`src/rtl/md4_compress_iter.sv`:
```
// md4_compress_iter: iterative MD4 compression core.
//   Runs all 48 MD4 steps (ROUNDS=3) or the 16 round-1 steps (ROUNDS=1)
//   at UNROLL steps per clock. It keeps the chaining value between blocks
//   and applies the feed-forward addition in full MD4 mode.
// Ports:
//   clk, rst            clock, asynchronous active-high reset
//   in_valid/in_ready   block handshake; in_ready is high only in IDLE
//   in_first            1: seed from the IV, 0: seed from the stored chain
//   block_in            512-bit block, word j = block_in[32j+31:32j]
//   out_valid/out_ready digest handshake; digest_out holds while out_valid is high
//   digest_out          {A,B,C,D}, with A in [127:96]
//   busy                high in RUN or DONE
module md4_compress_iter #(
    parameter int UNROLL = 1,
    parameter int ROUNDS = 3
) (
    input  logic         clk,
    input  logic         rst,
    input  logic         in_valid,
    output logic         in_ready,
    input  logic         in_first,
    input  logic [511:0] block_in,
    output logic         out_valid,
    input  logic         out_ready,
    output logic [127:0] digest_out,
    output logic         busy
);
    localparam int TOTAL = (ROUNDS == 3) ? 48 : 16;
    localparam logic [127:0] IV = {32'h67452301, 32'hefcdab89, 32'h98badcfe, 32'h10325476};

    generate
        if (!((ROUNDS == 1 || ROUNDS == 3) &&
              (UNROLL == 1 || UNROLL == 2 || UNROLL == 4 || UNROLL == 8 || UNROLL == 16) &&
              (TOTAL % UNROLL == 0))) begin : g_cfg_err
            $error("md4_compress_iter: illegal ROUNDS/UNROLL combination");
        end
    endgenerate

    typedef enum logic [1:0] {IDLE, RUN, DONE} state_t;

    state_t        state;
    logic [5:0]    cnt;
    logic [127:0]  work, seed, chain, work_next, result;
    logic [511:0]  blk;
    logic [5:0]    cnt_next;

    // Message word index: round 2 transposes the 4x4 index grid,
    // round 3 bit-reverses the in-round step number.
    function automatic logic [3:0] msg_idx(input logic [5:0] i);
        case (i[5:4])
            2'd0:    return i[3:0];
            2'd1:    return {i[1:0], i[3:2]};
            default: return {i[0], i[1], i[2], i[3]};
        endcase
    endfunction

    function automatic logic [4:0] shamt(input logic [5:0] i);
        case ({i[5:4], i[1:0]})
            4'b0000: return 5'd3;
            4'b0001: return 5'd7;
            4'b0010: return 5'd11;
            4'b0011: return 5'd19;
            4'b0100: return 5'd3;
            4'b0101: return 5'd5;
            4'b0110: return 5'd9;
            4'b0111: return 5'd13;
            4'b1000: return 5'd3;
            4'b1001: return 5'd9;
            4'b1010: return 5'd11;
            default: return 5'd15;
        endcase
    endfunction

    function automatic logic [31:0] round_f(input logic [1:0] r, input logic [31:0] x,
                                            input logic [31:0] y, input logic [31:0] z);
        case (r)
            2'd0:    return (x & y) | (~x & z);
            2'd1:    return (x & y) | (x & z) | (y & z);
            default: return x ^ y ^ z;
        endcase
    endfunction

    function automatic logic [31:0] round_k(input logic [1:0] r);
        case (r)
            2'd0:    return 32'h0;
            2'd1:    return 32'h5a827999;
            default: return 32'h6ed9eba1;
        endcase
    endfunction

    // Rotate via a doubled word so shift amounts never need a 32-s term.
    function automatic logic [31:0] rotl(input logic [31:0] x, input logic [4:0] s);
        logic [63:0] t;
        t = {x, x} << s;
        return t[63:32];
    endfunction

    // UNROLL chained steps starting at step cnt. The register roles rotate
    // each step, so after any multiple of 4 steps A..D are back in place.
    always_comb begin : step_chain
        logic [31:0] a, b, c, d, t, an;
        logic [5:0]  i;
        {a, b, c, d} = work;
        t  = '0;
        an = '0;
        i  = '0;
        for (int u = 0; u < UNROLL; u++) begin
            i  = cnt + 6'(u);
            t  = a + round_f(i[5:4], b, c, d) + blk[32*msg_idx(i) +: 32] + round_k(i[5:4]);
            an = rotl(t, shamt(i));
            {a, b, c, d} = {d, an, b, c};
        end
        work_next = {a, b, c, d};
    end

    assign cnt_next = cnt + 6'(UNROLL);

    always_comb begin
        result = work_next;
        if (ROUNDS == 3) begin
            for (int w = 0; w < 4; w++)
                result[32*w +: 32] = seed[32*w +: 32] + work_next[32*w +: 32];
        end
    end

    always_ff @(posedge clk or posedge rst) begin
        if (rst) begin
            state      <= IDLE;
            cnt        <= '0;
            work       <= '0;
            seed       <= '0;
            blk        <= '0;
            digest_out <= '0;
            chain      <= IV;
            in_ready   <= 1'b1;
            out_valid  <= 1'b0;
            busy       <= 1'b0;
        end else begin
            case (state)
                IDLE: if (in_valid) begin
                    blk      <= block_in;
                    work     <= in_first ? IV : chain;
                    seed     <= in_first ? IV : chain;
                    cnt      <= '0;
                    state    <= RUN;
                    in_ready <= 1'b0;
                    busy     <= 1'b1;
                end
                RUN: begin
                    work <= work_next;
                    cnt  <= cnt_next;
                    if (cnt_next == 6'(TOTAL)) begin
                        digest_out <= result;
                        chain      <= result;
                        out_valid  <= 1'b1;
                        state      <= DONE;
                    end
                end
                DONE: if (out_ready) begin
                    out_valid <= 1'b0;
                    busy      <= 1'b0;
                    in_ready  <= 1'b1;
                    state     <= IDLE;
                end
                default: state <= IDLE;
            endcase
        end
    end
endmodule

```
`config.mk`:
```
export PLATFORM = sky130hd
export DESIGN_NAME = md4_compress_iter
export DESIGN_NICKNAME = d
export VERILOG_FILES = /design/src/rtl/md4_compress_iter.sv
export SDC_FILE = /design/constraint.sdc
export NUM_CORES = 2
export LEC_CHECK = 0
export BUFFER_PORTS_ARGS = -buffer_cell sky130_fd_sc_hd__buf_2
export CAP_MARGIN = 20
export CORE_ASPECT_RATIO = 1.75
export CORE_UTILIZATION = 54
export CTS_BUF_LIST = sky130_fd_sc_hd__clkbuf_4 sky130_fd_sc_hd__clkbuf_8 sky130_fd_sc_hd__clkbuf_16
export CTS_CLUSTER_SIZE = 40
export DETAILED_ROUTE_END_ITERATION = 6
export PLACE_DENSITY_LB_ADDON = 0.12
export SYNTH_ARGS = -nofsm -noshare
export SYNTH_HDL_FRONTEND = slang
export SYNTH_SLANG_ARGS = --single-unit
export TNS_END_PERCENT = 50
```
`constraint.sdc`:
```
create_clock -name clk -period 34.1 [get_ports clk]
set_input_delay 6.82 -clock clk [delete_from_list [all_inputs] [get_ports clk]]
set_output_delay 6.82 -clock clk [all_outputs]
set_load 0.01 [all_outputs]
```
Yosys cells after proc, flatten, opt, wreduce, memory -nomap -nowiden
Memory sizes are Yosys's and may differ from the RTL's. Index checks and enable logic that the tools add are counted.

Add/subtract/negate cells: 8. Equal/unequal tests: 7. Shift-type cells: 2. Mux-type cells: 20. Bitwise logic cells: 10. Reductions and logical operators: 11.

Operators with widths (number): $shiftx A512 B10 Y32 (1); $mux W128 (2); $pmux W128 S2 (1); $add A32 B32 Y32 (7); $and A32 B32 Y32 (4); $or A32 B32 Y32 (3); $pmux W32 S2 (1); $shl A64 B5 Y64 (1); $xor A32 B32 Y32 (2); $pmux W31 S2 (1); $not A32 Y32 (1); $pmux W6 S2 (1); $reduce_and A3 Y1 (3); $pmux W4 S2 (1); $add A6 B1 Y6 const B (1); $eq A6 B6 Y1 const B (1); $mux W2 (3); $mux W6 (1); $ne A2 B2 Y1 const B (3); $pmux W1 S2 (3); $pmux W2 S3 (1); $reduce_and A2 Y1 (3); $reduce_bool A2 Y1 (3); $mux W1 (5); other kinds (3) (5).

Flip-flop bits (word level): 1035. ROM bits: 64. Input bits: 517. Output and inout port bits: 131. Word-level logic and storage cells: 69. Memories kept: 1.

Memory list: (name not given) (depth 16, bits a word 4, read ports 1, clocked after memory_dff 0, write ports 0, RTL line 58) `case ({i[5:4], i[1:0]})`.

Depth between registers and ports, before layout
Depth in word-level cells: 9. Depth in mapped cells: 39. Gate-level depth less buffers: 34.

Worst setup path after synthesis
OpenSTA, ideal clock, no wires.

Kind: reg-to-reg. Start point: register cnt[0]. End point: register digest_out[94]. Setup time: 125 ps. Data arrival time: 9009 ps. Setup slack: 24967 ps. Cell stages (with the launch flop): 38. Buffers on the path: 5. Cell sequence: dfrtp_1 -> buf_2 -> mux2i_1 -> o21ai_1 -> clkbuf_1 -> buf_2 -> buf_1 -> mux4_2 -> mux2i_1 -> a21oi_1 -> fa_1 -> fa_1 -> ha_1 -> clkbuf_1 -> a21oi_1 -> o21ai_0 -> a21o_1 -> a22oi_1 -> [... 2 more ...] -> xnor2_1 -> mux2i_1 -> a221oi_1 -> mux2_2 -> ha_1 -> inv_1 -> fa_1 -> nor2b_1 -> o21ai_0 -> a21boi_0 -> o31a_1 -> a211oi_1 -> o41ai_1 -> o22ai_1 -> o21a_1 -> o21ai_0 -> xor2_1 -> mux2_2.

Cells in the longest elaborated chain, start to end: 6.

Ends and longest elaborated chain: start, declared (RTL line 42) `logic [5:0] cnt;`; start signal, assigned (RTL line 151) `cnt <= cnt_next;`; $pmux W4 S2 (RTL line 50) `case (i[5:4])`; $shiftx A512 B10 Y32 (RTL line 109) `t = a + round_f(i[5:4], b, c, d) + blk[32*msg_idx(i) +: 32] + round_k(i[5:4]);`; $add A32 B32 Y32 (2 in series) (RTL line 109); $shl A64 B5 Y64 (RTL line 94) `t = {x, x} << s;`; $add A32 B32 Y32 (RTL line 122) `result[32*w +: 32] = seed[32*w +: 32] + work_next[32*w +: 32];`; end signal, assigned (RTL line 153) `digest_out <= result;`; end, declared (RTL line 25) `output logic [127:0] digest_out,`.

Several ways; a longest one is shown, not always the timed one. A chain may end at the register's enable or synchronous reset.

Worst setup path after layout
Start point: register cnt[5]. End point: register digest_out[94].

Cells in the longest elaborated chain, start to end: 7.

Ends and longest elaborated chain (RTL line): $eq A2 B1 Y1 or $logic_not A2 Y1 (tied branches) (50, 76, 84); $pmux W4 S2 or $pmux W32 S2 (tied branches) (50, 76); $shiftx A512 B10 Y32 or $add A32 B32 Y32 (tied branches) (109); $add A32 B32 Y32 (2 in series) (109); $shl A64 B5 Y64 (94); $add A32 B32 Y32 (122).

Several ways; a longest one is shown, not always the timed one.

==> out/qor.csv <==
metric;value;unit
outcome;finished clean;
PnR worst setup slack;22670;ps
worst slew pin tran;1100;ps
RSZ-0062 raised after global routing;no;
Synth Area in Compound Gates;12.9;%
crit path launch type;register;
Synth area leaders;dfrtp_1 (42%), nand2_1 (15%), mux4_2 (5.3%), ha_1 (4.0%), fa_1 (3.4%);
arrival time of the worst setup path;12030;ps
clk slew on worst S/H paths;70;ps
drt via density;5.83;
gr usage total;37.3;%
yosys warns;0;
worst-skew pair later-pin latency;720;ps
Layout fillers;8744;
# resized after CTS;0;
synth unique cells;80;
xor and xnor area share after synthesis;1.89;%
setup TNS;0;ps
nets;7166;
skew final;36.5;ps
Syn Inst Count;5979;
most frequent cell after synthesis;nand2_1;
RePlAce Congestion;0.963;
proportion of layout cells with a drive suffix above 1;17.6;%
number of synthesized flops with an enable pin;0;
Critical Path End Type;register;
Worst Hold Slack;454;ps
Synth Area per Inst;9.01;um^2
I/O pin cnt;648;
row count;152;
die area;101000;um^2
number of antenna violations at the first check in global routing;30;
CP max FO;39;
htree depth;3;
Post-Synthesis Net Count;6759;
ys flop type;dfrtp_1;
Yosys top cell area share;42.1;%
First-pass DRT Iterations;7;
vias in the first global route;45100;
Slew Limit Fails;0;
Synth Register Bits;971;
number of setup buffers added after CTS;0;
sequential share of the synthesized area;45.3;%
CTS Buf Count;91;
Root Buffer;clkbuf_16;
post-layout min period;11430;ps
# port buffers;647;
grt ovf;0;
Synth top cells by count;nand2_1 (2,204), dfrtp_1 (906), clkbuf_1 (279), nor2_1 (277), o21ai_0 (224);
largest net degree at the start of global routing;224;
mux cell area share after synthesis;7.44;%
DP Worst Slack;22600;ps
Die Ht;420;um
CP max-delay cell;o41ai_1;
Post-synth ARST share;100;%
Final Hold Viols;0;
# setup viols final;0;
period utilisation layout;33.5;%
main combinational cell family by area after synthesis;simple AND/OR/NAND/NOR gates;
hold buffer count at cts;0;
Die Wd;241;um
Routed WL;186000;um
Starting DRT DRC Count;3888;
first-pass GRT wire length;276000;um
synthesized area;53800;um^2
ANT nets after route;0;
adder-cell share of the synthesized area;7.38;%
Slew HR;25.7;%
drc violations;0;
maximum clock path buffer count;3;
Fmax;87.5;MHz
Max stage delay on crit path;730;ps
simple-gate share of the synthesized area;20.5;%
CTS Sinks;971;
Crit Path Class;register to register;
post-layout util;61.9;%
Layout area overhead;13.2;%
Initial Utilization;54.7;%
core area;98500;um^2
dominant cell type by area after synthesis;dfrtp_1;
DPL Wire Length;140000;um
post-DR wirelength/cell;23.9;um
DR vias;45400;
TritonCTS clock tree;done;
critical path data required time;34700;ps
HP Class;register to register;
max-cap check violation count;0;
per-layer routing:
layer / track usage (%) / vias to the layer above / share of wire, %
li1: - / 20800 / -
met1: 43.4 / 22100 / 36
met2: 60.5 / 1838 / 48
met3: 4.93 / 559 / 5.7
met4: 32.2 / 14 / 9.9
met5: 0 / - / 0.049
worst max-delay path: cells and delay by family, from the launching register on:
kind	cells	cell delay, ps
buf+inv	3	1590
xor+xnor	2	570
mux	4	1270
flops	1	540
fa+ha+maj	4	1890
simple gates	6	1120
compound gates	14	4270
cells by family after synthesis:
kind of cell             after synthesis
buffers and inverters                592
flip-flops                           971
adder cells (fa/ha/maj)              263
XOR/XNOR                             116
AND/OR/NAND/NOR                     2760
AO/OA/AOI/OAI                       1041
multiplexers                         236
area by class of cell:
class | instances | area (um^2) | share of cell area (%)
clock inverter | 39 | 504 | 0.827
sequential | 971 | 24400 | 40.0
tap | 1309 | 1640 | 2.69
clock buffer | 132 | 2730 | 4.48
multi-input combinational | 4416 | 27100 | 44.4
antenna | 19 | 47.5 | 0.0780
timing repair buffer | 708 | 3830 | 6.29
inverter | 198 | 751 | 1.23
per-stage QoR:
stage	cells	area (um^2)
3_3_place_gp	7599	57600
4_1_cts	7770	60800
6_report	7792	61000
2_1_floorplan	5979	53800
5_1_grt	7786	60900
3_5_place_dp	7599	57600
state kept, by name, indices dropped and copies added (netlist names):
register    count
state           2
out_valid       1
in_ready        1
work          128
busy            1
digest_out    128
seed          128
blk           512
cnt             6
chain          64
layout by cell type (no fill, tap or decap), drive strengths merged, types with 21 or more instances in the layout:
master / instances
clkinv: 21
xor2: 47
nand2b: 23
nor2b: 37
and3: 30
dfrtp: 906
xnor2: 69
nand2: 2204
mux4: 127
o21ai: 231
mux2: 32
o211ai: 45
ha: 172
a221o: 63
buf: 708
a31oi: 23
o21bai: 30
a211oi: 50
nor2: 277
nand3: 38
nor3: 50
a21oi: 207
mux2i: 77
dfstp: 65
fa: 91
o31ai: 26
a22oi: 58
inv: 205
o21a: 51
a21o: 162
clkbuf: 132
path summary, 6_finish.rpt:
path                       slack (ps)  startpoint  depth (start not counted)        endpoint
max                             22670      cnt[5]                         33  digest_out[94]
min                               450  chain[125]                          2      chain[125]
max reg2reg                     22670      cnt[5]                         33  digest_out[94]
min reg2reg                       450  chain[125]                          2      chain[125]
max in group asynchronous       24150         rst                          8        blk[226]
min in group asynchronous        6260         rst                          2  digest_out[93]
Power is not shown: default switching activity piles up to over one toggle a cycle in this logic, so the estimate is an artifact.
